`src/rtl/scroll_sequencer.sv`:
```
// -----------------------------------------------------------------------------
// scroll_sequencer
//
// Scrolls a message held in a 16-entry, 7-bit glyph buffer across six
// 7-segment digits (hex5 = leftmost). The message advances automatically on
// prescaler wrap, or manually on a rising edge of step while paused.
//
// Parameters
//   DIV_SLOW  prescaler terminal count in normal mode
//   DIV_FAST  prescaler terminal count when fastmode = 1
//
// Ports
//   CLOCK_50        sole clock, rising edge
//   RESET           asynchronous, active-high reset
//   dir             1 = scroll left (head increments), 0 = scroll right
//   fastmode        selects DIV_FAST instead of DIV_SLOW
//   pause           freezes the prescaler and enables manual stepping
//   step            manual advance request (rising edge acts, pause = 1 only)
//   wr_en/wr_addr/wr_data  glyph buffer write port (active-low glyphs)
//   len_we/len_in   message length load (clamped to 1..16), clears head
//   hex5..hex0      registered display glyphs
//   head            message index currently shown on hex5
//   tick            one-cycle pulse whenever head advances
// -----------------------------------------------------------------------------
module scroll_sequencer #(
    parameter int DIV_SLOW = 20000000,
    parameter int DIV_FAST = 9000000
) (
    input  logic       CLOCK_50,
    input  logic       RESET,
    input  logic       dir,
    input  logic       fastmode,
    input  logic       pause,
    input  logic       step,
    input  logic       wr_en,
    input  logic [3:0] wr_addr,
    input  logic [6:0] wr_data,
    input  logic       len_we,
    input  logic [4:0] len_in,
    output logic [6:0] hex5,
    output logic [6:0] hex4,
    output logic [6:0] hex3,
    output logic [6:0] hex2,
    output logic [6:0] hex1,
    output logic [6:0] hex0,
    output logic [3:0] head,
    output logic       tick
);

    localparam logic [24:0] L_DIV_SLOW = 25'(DIV_SLOW);
    localparam logic [24:0] L_DIV_FAST = 25'(DIV_FAST);
    localparam logic [6:0]  L_BLANK    = 7'b1111111;

    // State
    logic [24:0] r_presc;
    logic        r_step_q;
    logic [4:0]  r_len;
    logic [3:0]  r_head;
    logic        r_tick;
    logic [6:0]  r_buf  [16];
    logic [6:0]  r_disp [6];    // r_disp[j] drives hex(5-j)

    // Combinational
    logic [24:0] w_div;
    logic        w_auto;
    logic        w_manual;
    logic        w_advance;
    logic [4:0]  w_head_p1;
    logic [3:0]  w_head_fwd;
    logic [3:0]  w_head_back;
    logic [4:0]  w_len_load;
    logic [3:0]  w_idx    [6];
    logic [4:0]  w_idx_p1 [5];

    assign w_div = fastmode ? L_DIV_FAST : L_DIV_SLOW;

    // ">=" rather than "==" so that switching to a shorter period while the
    // count is already past it wraps on the very next edge.
    assign w_auto    = !pause && (r_presc >= w_div);
    assign w_manual  = pause && step && !r_step_q;
    assign w_advance = w_auto || w_manual;

    // head stays < len, so a single compare replaces the modulo.
    assign w_head_p1   = {1'b0, r_head} + 5'd1;
    assign w_head_fwd  = (w_head_p1 == r_len) ? 4'd0 : w_head_p1[3:0];
    assign w_head_back = (r_head == 4'd0) ? 4'(r_len - 5'd1) : (r_head - 4'd1);

    assign w_len_load = (len_in == 5'd0)  ? 5'd1  :
                        (len_in > 5'd16)  ? 5'd16 : len_in;

    // Display index chain: each digit is the previous one plus one, wrapped at
    // len. Short messages wrap several times, repeating across the display.
    assign w_idx[0] = r_head;
    generate
        for (genvar gi = 0; gi < 5; gi++) begin : g_idx
            assign w_idx_p1[gi]  = {1'b0, w_idx[gi]} + 5'd1;
            assign w_idx[gi + 1] = (w_idx_p1[gi] == r_len) ? 4'd0 : w_idx_p1[gi][3:0];
        end
    endgenerate

    // Sequencing: prescaler, step edge detect, length and head
    always_ff @(posedge CLOCK_50 or posedge RESET) begin
        if (RESET) begin
            r_presc  <= '0;
            r_step_q <= 1'b0;
            r_len    <= 5'd6;
            r_head   <= 4'd0;
            r_tick   <= 1'b0;
        end else begin
            r_step_q <= step;
            if (len_we) begin
                // Length load overrides any coincident advance.
                r_len   <= w_len_load;
                r_head  <= 4'd0;
                r_presc <= '0;
                r_tick  <= 1'b0;
            end else begin
                if (!pause) begin
                    r_presc <= w_auto ? 25'd0 : (r_presc + 25'd1);
                end
                r_tick <= w_advance;
                if (w_advance) begin
                    r_head <= dir ? w_head_fwd : w_head_back;
                end
            end
        end
    end

    // Glyph buffer; reset to blank, so it lives in registers.
    always_ff @(posedge CLOCK_50 or posedge RESET) begin
        if (RESET) begin
            for (int i = 0; i < 16; i++) begin
                r_buf[i] <= L_BLANK;
            end
        end else if (wr_en) begin
            r_buf[wr_addr] <= wr_data;
        end
    end

    // Display registers follow head/buffer with one cycle of latency.
    always_ff @(posedge CLOCK_50 or posedge RESET) begin
        if (RESET) begin
            for (int j = 0; j < 6; j++) begin
                r_disp[j] <= L_BLANK;
            end
        end else begin
            for (int j = 0; j < 6; j++) begin
                r_disp[j] <= r_buf[w_idx[j]];
            end
        end
    end

    assign hex5 = r_disp[0];
    assign hex4 = r_disp[1];
    assign hex3 = r_disp[2];
    assign hex2 = r_disp[3];
    assign hex1 = r_disp[4];
    assign hex0 = r_disp[5];
    assign head = r_head;
    assign tick = r_tick;

endmodule

```
`config.mk`:
```
export PLATFORM = sky130hd
export DESIGN_NAME = scroll_sequencer
export DESIGN_NICKNAME = d
export VERILOG_FILES = /design/src/rtl/scroll_sequencer.sv
export SDC_FILE = /design/constraint.sdc
export NUM_CORES = 1
export LEC_CHECK = 0
export BUFFER_PORTS_ARGS = -buffer_cell sky130_fd_sc_hd__buf_2
export CAP_MARGIN = 20
export CORE_MARGIN = 4
export CORE_UTILIZATION = 45
export CTS_CLUSTER_SIZE = 20
export DETAILED_ROUTE_END_ITERATION = 10
export MAX_ROUTING_LAYER = met4
export REMOVE_ABC_BUFFERS = 1
export SLEW_MARGIN = 20
export SYNTH_ARGS = -nofsm -noshare
export SYNTH_HDL_FRONTEND = slang
export SYNTH_SLANG_ARGS = --single-unit
```
`constraint.sdc`:
```
create_clock -name CLOCK_50 -period 13.7 [get_ports CLOCK_50]
set_input_delay 4.11 -clock CLOCK_50 [delete_from_list [all_inputs] [get_ports CLOCK_50]]
set_output_delay 4.11 -clock CLOCK_50 [all_outputs]
set_load 0.02 [all_outputs]
```
==> impl_metrics.ini <==
[run_status]
outcome = finished clean

[clock_network]
cts_buffers = 17
cts.htree.levels = 4
clk_latency_ns = 0.46
cts_resized = 0
cts_hold_buffers = 0
post_cts_buffers = 0
cts_root_buf = clkbuf_16
cts_tree = yes
clkTransAtPathRegs_ns = 0.07
cts.sinks = 190
cts_buffer_depth = 2

[placed_design]
dp.cells = 2037
routabilityCongestion = 0.956
io_buffers = 70
place_hpwl_mm = 33.5

[global_routing]
grt_max_degree = 119
grt_first_pass_wirelength_mm = 80.8
grt_antenna_before_repair = 1
grt-ovfl-total = 0
grt_pass1_vias = 13000
grt_util_all_layers_pct = 29.9

[yosys]
synth_top_area_cell = dfstp_2
synth_ff_type = dfstp_2
synth-adder-area-share_pct = 1.69
yosysWarnings = 0
yosys-mux-area-fraction_pct = 20.0
yosys.cell_types.count = 82
netlist_area_um2 = 14800
async_reset_ff_share_pct = 100
synth_compound_area_share_pct = 20.3
synth_cells = 1624
synth_enable_flop_cells = 0
synth-simple-area-share_pct = 17.9
synth_top_area_share_pct = 27.7
synth_xor_xnor_area_share_pct = 2.07
yosys_register_bits = 190
synth_top_family_by_area = compound AO/OA/AOI/OAI gates
ys_top_cells_by_area = dfstp_2 (28%), mux4_2 (9.0%), mux2_2 (8.7%)
synth-seq-area-share_pct = 33.4
syn_area_per_cell_um2 = 9.11

[die]
start_util_pct = 45.6
boundaryPins = 71
dieArea_um2 = 35900
rows = 66
core_um2 = 32500
die_w_um = 189
die-height_um = 189

[critical_path]
crit_type = reg2reg
r2r_cells = 40
cp_num_buf_inv = 7
max_stage_delay_ns = 0.84
crit_family = simple AND/OR/NAND/NOR gates
path_depth = 40
crit_fanout = 35
slowest_stage = dfrtp_2
worstPathArrival_ns = 12.82
cp-end-kind = flop
cp.required_ns = 14.07
startpoint_type = flop

[sta]
rsz0062_at_grt = no
drv_slew = 0
worst_pin_slew_ns = 1.18
timing.fmax_ghz = 0.0803
finalCritPeriodShare_pct = 90.9
hold_viol_final = 0
setup_viol = 0
timing.slew.headroom_pct = 21.0
clock_skew_ns = 0.0113
period_minus_slack_ns = 12.45
holdWs_ns = 0.529

[pwr]
power_density_nw_per_um2 = 232
power.static_leakage_nw = 6.19
vdd_ir_drop_max_uv = 164

[detailed_routing]
wl_per_cell_um = 25.4
first_pass_iters = 6
wl_mm = 52.6
drc = 0
vias = 13900
vias_per_cell = 6.71
drtIter0Drc = 1812
ant_nets = 0

[finish]
regArea_um2 = 4950
fin_cells = 2071
final_nets = 1659
area_delta_synth_final_pct = 8.99
fin_util_pct = 49.7
multi_input_area_um2 = 9240
drive_above_1_share_pct = 30.8
nFillCells = 3019

[worst_hold_path]
hold_path.class = reg2reg
hold_path_depth = 1

[run]
cap_viol_max_count = 0
## sequential cells by signal (all words and copies together), names as in the netlist, 7 cells and up
signal   count
r_buf      112
r_presc     25
hex0         7
hex1         7
hex2         7
hex3         7
hex4         7
hex5         7
## where the power goes
| part | switching [mW] | internal (mW) |
|---|---|---|
| Clock | 0.243 | 0.293 |
| Combinational | 1.34 | 0.841 |
| Sequential | 0.215 | 0.813 |
| Total | 1.80 | 1.95 |
## routing by layer
layer	GRT usage [%]	vias to the layer above	wire length, um
met5	-	-	0
met4	14.9	0	2680
met3	6.64	166	4880
met2	43.0	761	23300
met1	40.0	6871	21700
li1	-	6100	-
## final timing paths
| check | from | end | slack, ns |
|---|---|---|---|
| setup reg to reg | head[0] | hex0[3] | 1.25 |
| max in group asynchronous | RESET | r_presc[17] | 8.46 |
| min in group asynchronous | RESET | r_presc[6] | 3.80 |
| hold reg to reg | r_presc[5] | r_presc[5] | 0.53 |
| setup / recovery | head[0] | hex0[3] | 1.25 |
| hold / removal | r_presc[5] | r_presc[5] | 0.53 |
## layout by cell type (no fill, tap or decap), drive strengths merged, types with 35 or more instances in the layout
cell type    n
a21oi       60
buf        105
nor2        73
nand2      269
mux2       114
a211oi      37
inv         36
o21ai      114
dfstp      156
nand3       93
mux2i       35
o221ai      39
mux4        59
and3        45
## metrics by stage
step | power, mW | TNS, ns | instance area, um^2 | worst slack, ns
finish | 3.74 | 0 | 16100 | 1.25
global route | 3.94 | 0 | 16100 | 0.529
CTS | 3.68 | 0 | 16100 | 0.979
detailed placement | 3.13 | 0 | 15500 | 1.06
global placement | 3.10 | 0 | 15500 | 1.39
floorplan | 2.44 | -55.12 | 14300 | -4.86
## cell families after synthesis
kind of cell,count (synthesis)
compound gates,428
xor+xnor,31
fa+ha+maj,20
buf+inv,170
flops,190
mux,208
simple gates,577
## synthesized netlist by cell type, types with 35 or more instances
cell / n
o221ai_1: 39
clkbuf_1: 94
mux2_2: 114
and3_1: 45
nand2_1: 269
mux4_2: 59
dfstp_2: 156
a21oi_1: 59
o21ai_0: 110
nor2_1: 73
nand3_1: 93
mux2i_1: 35
a211oi_1: 35
## area by class of cell
| type | count | share of cell area, % |
|---|---|---|
| Clock buffer | 18 | 2.72 |
| Clock inverter | 14 | 1.03 |
| Inverter | 36 | 0.884 |
| Antenna cell | 1 | 0.0155 |
| Sequential cell | 190 | 30.7 |
| Timing Repair Buffer | 106 | 3.96 |
| Tap cell | 442 | 3.43 |
| Multi-Input combinational cell | 1264 | 57.3 |
No activity file was read; power rests on OpenSTA's default activity.
